--- src/rtl/mem_port_arbiter.sv ---
// rtl/mem_port_arbiter.sv - single-port 64-bit RAM shared by instruction-fetch and data ports
//
// Purpose:
//   Arbitrates the core's 32-bit read-only fetch port and 64-bit read/write
//   data port onto one single-port RAM with fixed read latency RD_LAT.
//   Exactly one transaction is outstanding at a time. Data has priority, but
//   after MAX_D_STREAK consecutive data grants made while fetch waits, fetch
//   wins the next grant.
//
// Ports:
//   clk, reset_n                 clock (rising edge), asynchronous active-low reset
//   i_req/i_addr                 fetch request (level) and byte address
//   i_gnt/i_rvalid/i_rdata       fetch accept, response pulse, instruction word
//   d_req/d_wen/d_addr/d_wdata   data request (level), write flag, address, write data
//   d_gnt/d_rvalid/d_rdata       data accept, response pulse (read data or write ack)
//   ram_en/ram_wen/ram_addr      RAM strobe, write enable, 8-byte aligned address
//   ram_wdata/ram_rdata          RAM write data, read data (valid RD_LAT after ram_en)

module mem_port_arbiter #(
  parameter int RD_LAT       = 1,
  parameter int MAX_D_STREAK = 4
) (
  input  logic        clk,
  input  logic        reset_n,
  input  logic        i_req,
  input  logic [63:0] i_addr,
  output logic        i_gnt,
  output logic        i_rvalid,
  output logic [31:0] i_rdata,
  input  logic        d_req,
  input  logic        d_wen,
  input  logic [63:0] d_addr,
  input  logic [63:0] d_wdata,
  output logic        d_gnt,
  output logic        d_rvalid,
  output logic [63:0] d_rdata,
  output logic        ram_en,
  output logic        ram_wen,
  output logic [63:0] ram_addr,
  output logic [63:0] ram_wdata,
  input  logic [63:0] ram_rdata
);

  typedef enum logic {IDLE, WAIT} state_t;

  localparam logic [2:0] CNT_LOAD   = 3'(RD_LAT - 1);
  localparam logic [3:0] STREAK_MAX = 4'(MAX_D_STREAK);

  state_t     state;
  logic [2:0] cnt;
  logic [3:0] streak;
  logic       owner_d;   // 1: outstanding transaction belongs to the data port
  logic       addr2;     // which 32-bit half of the RAM word the fetch wants

  logic resp_cycle;
  logic accept;
  logic fetch_forced;
  logic grant_d;
  logic grant_i;

  // Low address bits select nothing inside a 64-bit RAM word.
  logic unused_addr_bits;
  assign unused_addr_bits = ^{i_addr[1:0], d_addr[2:0]};

  // The response cycle doubles as an accept cycle, so a new grant can overlap
  // the previous rvalid and throughput reaches one transaction per RD_LAT.
  // reset_n gates everything so outputs are quiet for the whole reset.
  assign resp_cycle   = reset_n && (state == WAIT) && (cnt == 3'd0);
  assign accept       = reset_n && ((state == IDLE) || resp_cycle);
  assign fetch_forced = i_req && (streak == STREAK_MAX);
  assign grant_d      = accept && d_req && !fetch_forced;
  assign grant_i      = accept && i_req && !grant_d;

  assign i_gnt     = grant_i;
  assign d_gnt     = grant_d;
  assign ram_en    = grant_i || grant_d;
  assign ram_wen   = grant_d && d_wen;
  assign ram_addr  = grant_d ? {d_addr[63:3], 3'b000} :
                     grant_i ? {i_addr[63:3], 3'b000} : 64'h0;
  assign ram_wdata = grant_d ? d_wdata : 64'h0;

  assign i_rvalid = resp_cycle && !owner_d;
  assign d_rvalid = resp_cycle && owner_d;
  assign i_rdata  = i_rvalid ? (addr2 ? ram_rdata[63:32] : ram_rdata[31:0]) : 32'h0;
  assign d_rdata  = d_rvalid ? ram_rdata : 64'h0;

  always_ff @(posedge clk or negedge reset_n) begin
    if (!reset_n) begin
      state   <= IDLE;
      cnt     <= 3'd0;
      streak  <= 4'd0;
      owner_d <= 1'b0;
      addr2   <= 1'b0;
    end else begin
      if (grant_i || grant_d) begin
        state   <= WAIT;
        cnt     <= CNT_LOAD;
        owner_d <= grant_d;
        addr2   <= i_addr[2];
        // Streak only counts data grants that made a waiting fetch wait longer.
        if (grant_i || !i_req) begin
          streak <= 4'd0;
        end else if (streak != STREAK_MAX) begin
          streak <= streak + 4'd1;
        end
      end else if (state == WAIT) begin
        if (cnt != 3'd0) begin
          cnt <= cnt - 3'd1;
        end else begin
          state <= IDLE;
        end
      end
    end
  end

endmodule

--- config.mk ---
export PLATFORM = sky130hd
export DESIGN_NAME = mem_port_arbiter
export DESIGN_NICKNAME = d
export VERILOG_FILES = /design/src/rtl/mem_port_arbiter.sv
export SDC_FILE = /design/constraint.sdc
export NUM_CORES = 1
export LEC_CHECK = 0
export ABC_AREA = 0
export CORE_AREA = 2 2 191 193
export CTS_CLUSTER_DIAMETER = 40
export DETAILED_ROUTE_END_ITERATION = 6
export DIE_AREA = 0 0 193 195
export DONT_BUFFER_PORTS = 1
export PLACE_DENSITY_LB_ADDON = 0.05
export SLEW_MARGIN = 20
export SYNTH_ARGS = -nofsm -noshare
export SYNTH_HDL_FRONTEND = slang
export SYNTH_SLANG_ARGS = --single-unit
--- constraint.sdc ---
create_clock -name clk -period 6 [get_ports clk]
set_clock_uncertainty 0.2 [all_clocks]
set_input_delay 0.9 -clock clk [delete_from_list [all_inputs] [get_ports clk]]
set_output_delay 0.9 -clock clk [all_outputs]
set_load 0.05 [all_outputs]
==> run metrics, run 1 <==
core area ~35000 µm²; final net count between 700 and 800; Main synth FF type dfrtp_1; CTS resizes 0; synthesized flop and latch total 10; Distinct cells, synth 29; Mapped Cells slightly below 500; Tcrit/Tclk final 0.7004; row count just under 70; clk_lat worst skew between 0.2 and 0.25 ns; GPL Wtd Cong 0.8240; Synth top area share 0.2811; Crit Path Max Fanout between 40 and 50; min Tclk post-route approximately 4.2 ns; sequential area share after synthesis 0.08584; Synth top cells by count and2_1, nand3_1, nand2_1; Overflow after GRT 0; vias per std cell 3.701; largest net degree at the start of global routing 69; vias around 3400; Area growth, synth to finish 15.71%; leak pwr around 1.2 nW; setup ws final 1.797 ns; Post CTS Setup Buffer Count 0; mapped cell area 2915 µm²; Hold Slack about 0.15 ns; share of cells above drive strength 1 0.04279; setup tns final 0 ns; Die Width 193 µm; Crit. End Element output port; initial antenna violation count 4; Die Ht roughly 200 µm; io pins 491; crit path launch type register; Clock H-tree levels 1; CTS Buffer Depth 2; DRT iter0 DRCs between 100 and 150; Ys Warns 0; die area about 38000 µm²; Initial Util 0.08236; Synth area leader and2_1; DP Worst Slack approximately 1.8 ns; Max-slew headroom 0.2443; register area 251.5 µm²; GR Util All Layers 0.06877; RSZ-0062 raised after global routing false; CTS root buf clkbuf_16; clock sink total 10; hold_buf cts 0; path type of the worst min-delay path in -> async; fillers 4152; Setup violations, final 0; Clock transition at path regs roughly 0.05 ns; drt total wl ~15000 µm; number of global-route vias before repair around 3300; Slew Limit Fails 0; ANT nets after route 0; drt drc 0; WP data arrival about 3.1 ns; area of the multi-input gates about 2400 µm²; maximum capacitance violations 0; Synth area leaders and2_1, nand3_1, mux2i_1, a21oi_1, dfrtp_1; CTS tree done; EDFF count, synth 0; I/O Buffers 0; WL per Instance about 17 µm; worst vdd ir around 0.059 mV; Util after Layout 0.09530; crit path kind reg -> out; Post-DP HPWL ~13000 µm; most common cell in the netlist and2_1; Worst Max-Slew Pin Slew 1.137 ns; Critical Path RT between 4 and 5 ns; pwr/cell area roughly 180 nW/µm²; first-pass GRT wire length 19700 µm; Final Hold Vio Count 0; status complete, no violations; f_max between 0.2 and 0.25 GHz; number of CTS-inserted buffers 3; asr flop ratio synth 1.000; Post-Synthesis Mean Instance Area ~6.0 µm²; drt first pass iters 4
==> power breakdown <==
group          internal (W)   total, W  leakage, nW  switching [W]
clock network      0.000101   0.000137       0.0442      0.0000362
registers         0.0000715  0.0000885        0.131      0.0000170
logic             0.0000645   0.000377         1.07       0.000313
total              0.000237   0.000603         1.24       0.000366
==> path summary, 6_finish.rpt <==
| check | from | endpoint | slack (ns) | depth (start not counted) |
|---|---|---|---|---|
| setup / recovery | cnt[0] | ram_wdata[59] | 1.80 | 8 |
| hold / removal | reset_n | owner_d | 0.15 | 0 |
| setup reg to reg | cnt[0] | streak[0] | 3.27 | 8 |
| hold reg to reg | cnt[0] | cnt[0] | 0.29 | 1 |
| max in group asynchronous | reset_n | addr2 | 5.37 | 0 |
| min in group clk | cnt[0] | cnt[0] | 0.29 | 1 |
==> worst max-delay path, stage by stage (launching register included) <==
cell and delay, ns:
dfrtp_1 0.38, inv_1 0.07, ha_1 0.15, ha_1 0.18, nand2b_1 0.44, nand2_2 0.14, nor2_4 0.42, buf_4 0.47
and2_1 0.58
==> flip-flops by register name, summed over array words and instances (netlist names) <==
| register | flops |
|---|---|
| streak | 4 |
| cnt | 3 |
| addr2 | 1 |
| owner_d | 1 |
| state | 1 |
==> stage by stage <==
stage	instance area (µm²)	cells	total power [W]
global placement	3278	901	0.0004736
CTS	3367	905	0.0006124
floorplan	2923	485	0.0004495
detailed placement	3278	901	0.0004707
finish	3373	907	0.0006025
global route	3373	907	0.0006312
==> area by class of cell <==
class,instances,share of cell area
Multi-Input combinational cell,416,0.7033
Tap cell,461,0.1710
Sequential cell,10,0.07455
Clock buffer,4,0.02634
Timing Repair Buffer,7,0.01558
Inverter,7,0.007789
Antenna cell,2,0.001484
==> cells by family (layout without fill, tap and decap cells) <==
| kind of cell | count (synthesis) | in the layout | share of synthesized area |
|---|---|---|---|
| buffers and inverters | 59 | 18 | 0.1052 |
| adder cells (fa/ha/maj) | 4 | 4 | 0.01717 |
| other | 1 | 5 | 0.001286 |
| AO/OA/AOI/OAI | 72 | 72 | 0.1313 |
| multiplexers | 34 | 34 | 0.1172 |
| AND/OR/NAND/NOR | 303 | 303 | 0.5421 |
| flip-flops | 10 | 10 | 0.08584 |
==> metal layers <==
layer / GRT usage / wire (µm) / vias to the layer above
met5: 0 / 22 / -
met4: 0.02581 / 455 / 4
met3: 0.02139 / 1498 / 23
met2: 0.1394 / 8167 / 284
met1: 0.06186 / 5031 / 1544
li1: - / - / 1502
==> cells in the final DEF, fill, tap and decap left out <==
cell type / netlist / routed
nor2_4: 1 / 1
and4_4: 0 / 1
a21o_1: 1 / 1
dfrtp_1: 10 / 9
inv_1: 7 / 7
conb_1: 1 / 3
and2_2: 0 / 1
mux2_2: 1 / 1
nand3b_1: 1 / 1
nand2b_1: 1 / 1
mux2i_1: 33 / 33
a32o_1: 2 / 2
buf_4: 11 / 7
a22o_1: 1 / 1
ha_1: 4 / 4
nand4b_1: 2 / 2
o211ai_1: 1 / 1
dfrtp_2: 0 / 1
nand2_1: 64 / 63
clkbuf_8: 0 / 1
and2_1: 131 / 130
nand2_2: 1 / 2
a31o_2: 1 / 1
nand3_1: 67 / 67
a21oi_1: 61 / 61
nor2_1: 34 / 34
o21ai_0: 5 / 5
diode_2: 0 / 2
clkbuf_16: 0 / 3
(Power assumes the default switching activity.)
==> run 2, diff against run 1 <==
clock period = 4.3 ns   (was 6 ns; I/O delays follow)
==> run 2 against run 1 <==
Worst hold slack gained 0.14 ns. Wire length grew 14%. Combinational power grew 67%. Final cell count grew 15%. Non-clock buffer count grew 131. Sequential share of layout area shrank 1.9 points. Design area grew 34%. Clock-buffer cell count is the same. Critical endpoint is now ram_wdata[22].
==> run metrics, run 2 (same netlist as run 1, synthesis figures left out) <==
io pins 491 (unchanged); Reg with most FFs streak (unchanged); Die Width 193 µm (unchanged); final net count 841 (was 710); Overflow after GRT 0 (unchanged); vias per std cell 3.671 (was 3.701); met3 Usage GRT 0.02983 (was 0.02139); Die Ht 195 µm (unchanged); WL per Instance 16.62 µm (was 16.73 µm); pwr/cell area 208.1 nW/µm² (was 178.6 nW/µm²); die area 37640 µm² (unchanged); GR Util All Layers 0.08260 (was 0.06877); row count 69 (unchanged); number of CTS-inserted buffers 3 (unchanged); crit path launch type register (unchanged); number of global-route vias before repair 3924 (was 3332); CTS resizes 0 (unchanged); Crit Path Max Fanout 22 (was 41); Clock H-tree levels 1 (unchanged); area post-placement 4417 µm² (was 3278 µm²); Finished Cell Area 4528 µm² (was 3373 µm²); DRT iter0 DRCs 112 (was 121); core area 35400 µm² (unchanged); Post-DP HPWL 14230 µm (was 12500 µm); max reg flops 4 (unchanged); path type of the worst min-delay path reg -> reg (was in -> async); vias 3821 (was 3357); Final Hold Vio Count 0 (unchanged); Setup violations, final 0 (unchanged); Tcrit/Tclk final 0.7992; CTS tree done (unchanged); DP Cell Count 1031 (was 901); Crit. End Element output port (unchanged); drt total wl 17300 µm (was 15170 µm); hold_buf cts 1 (was 0); initial antenna violation count 4 (unchanged); CTS root buf clkbuf_16 (unchanged); Initial Util 0.08236 (unchanged); Post CTS Setup Buffer Count 0 (unchanged); M1 GR Usage 0.07023 (was 0.06186); final cell count without fillers 1041 (was 907); f_max around 0.29 GHz; maximum capacitance violations 0 (unchanged); crit path kind reg -> out (unchanged); most frequent cells in the layout and2_1, buf_4, nand3_1 (was and2_1, nand3_1, nand2_1); I/O Buffers 0 (unchanged); Area growth, synth to finish 55.32% (was 15.71%); setup tns final 0 ns (unchanged); met2 usage 0.1715 (was 0.1394); status complete, no violations (unchanged); ANT nets after route 0 (unchanged); Clock transition at path regs 0.04 ns (was 0.05 ns); worst vdd ir 0.08429 mV (was 0.05891 mV); leak pwr 1.971 nW (was 1.242 nW); largest registers streak: 4 flops, cnt: 3 flops (unchanged); drt drc 0 (unchanged); Worst Max-Slew Pin Slew 0.9447 ns (was 1.137 ns); most common cell after layout, fill and taps aside and2_1 (unchanged); clock sink total 10 (unchanged); Max-slew headroom 0.3702 (was 0.2443); WP data arrival 2.59 ns (was 3.10 ns); first-pass GRT wire length 23490 µm (was 19700 µm); min Tclk post-route approximately 3.4 ns; CTS Buffer Depth 2 (unchanged); Top Usage Layer GRT met2 (unchanged); RSZ-0062 raised after global routing false (unchanged); Critical Path RT 3.45 ns (was 4.90 ns); share of cells above drive strength 1 0.2591 (was 0.04279); largest net degree at the start of global routing 69 (unchanged); drt first pass iters 4 (unchanged); clk_lat worst skew 0.24 ns (about the same); Slew Limit Fails 0 (unchanged); GPL Wtd Cong 0.7481 (was 0.8240)
run 2: power breakdown:
group / leakage (nW) / internal, W / switching, W
combinational: 1.80 / 0.000173 / 0.000458
sequential: 0.131 / 0.0000998 / 0.0000239
clock: 0.0442 / 0.000140 / 0.0000479
total: 1.97 / 0.000413 / 0.000530
run 2: worst paths after layout:
check                           slack, ns       endpoint  cells past startpoint  startpoint
worst min register to register       0.29         cnt[0]                      1      cnt[0]
max in group asynchronous            2.81          addr2                      1     reset_n
worst min-delay path                 0.29         cnt[0]                      1      cnt[0]
worst max register to register       2.14          addr2                      7      cnt[0]
worst max-delay path                 0.86  ram_wdata[22]                     10      cnt[0]
min in group asynchronous            0.66         cnt[2]                      1     reset_n
run 2: through the flow:
stage / setup WS [ns] / util / hold WS (ns) / power, W
after floorplan: 1.370 / - / 0.1494 / 0.0006272
after CTS: 0.8327 / 0.1276 / 0.2954 / 0.0009560
final: 0.8634 / 0.1279 / 0.2939 / 0.0009424
after global placement: 1.088 / 0.1248 / 0.1528 / 0.0007612
after detailed placement: 1.109 / 0.1248 / 0.1529 / 0.0007587
after global routing: 0.6443 / 0.1279 / 0.3101 / 0.0009962
run 2: routing by layer:
metal / share of wire / up-vias
li1: - / 1769
met1: 0.32 / 1737
met2: 0.56 / 297
met3: 0.10 / 18
met4: 0.020 / 0
met5: 0 / -
run 2: critical path, cell delays in order (launching register included):
cell      delay, ns
dfrtp_1        0.38
inv_1          0.06
ha_1           0.15
ha_1           0.18
nand2b_1       0.11
buf_4          0.18
nand2_2        0.09
nor2_4         0.38
buf_4          0.40
and2_1         0.20
buf_4          0.20
run 2: cell type report:
type | count | area, µm²
flip-flops and latches | 10 | 251.5
repair buffers | 138 | 1201
well taps | 461 | 576.8
diodes | 5 | 12.51
inverters | 7 | 26.28
fillers | 4096 | 30870
multi-input cells | 416 | 2371
clock buffers | 4 | 88.84
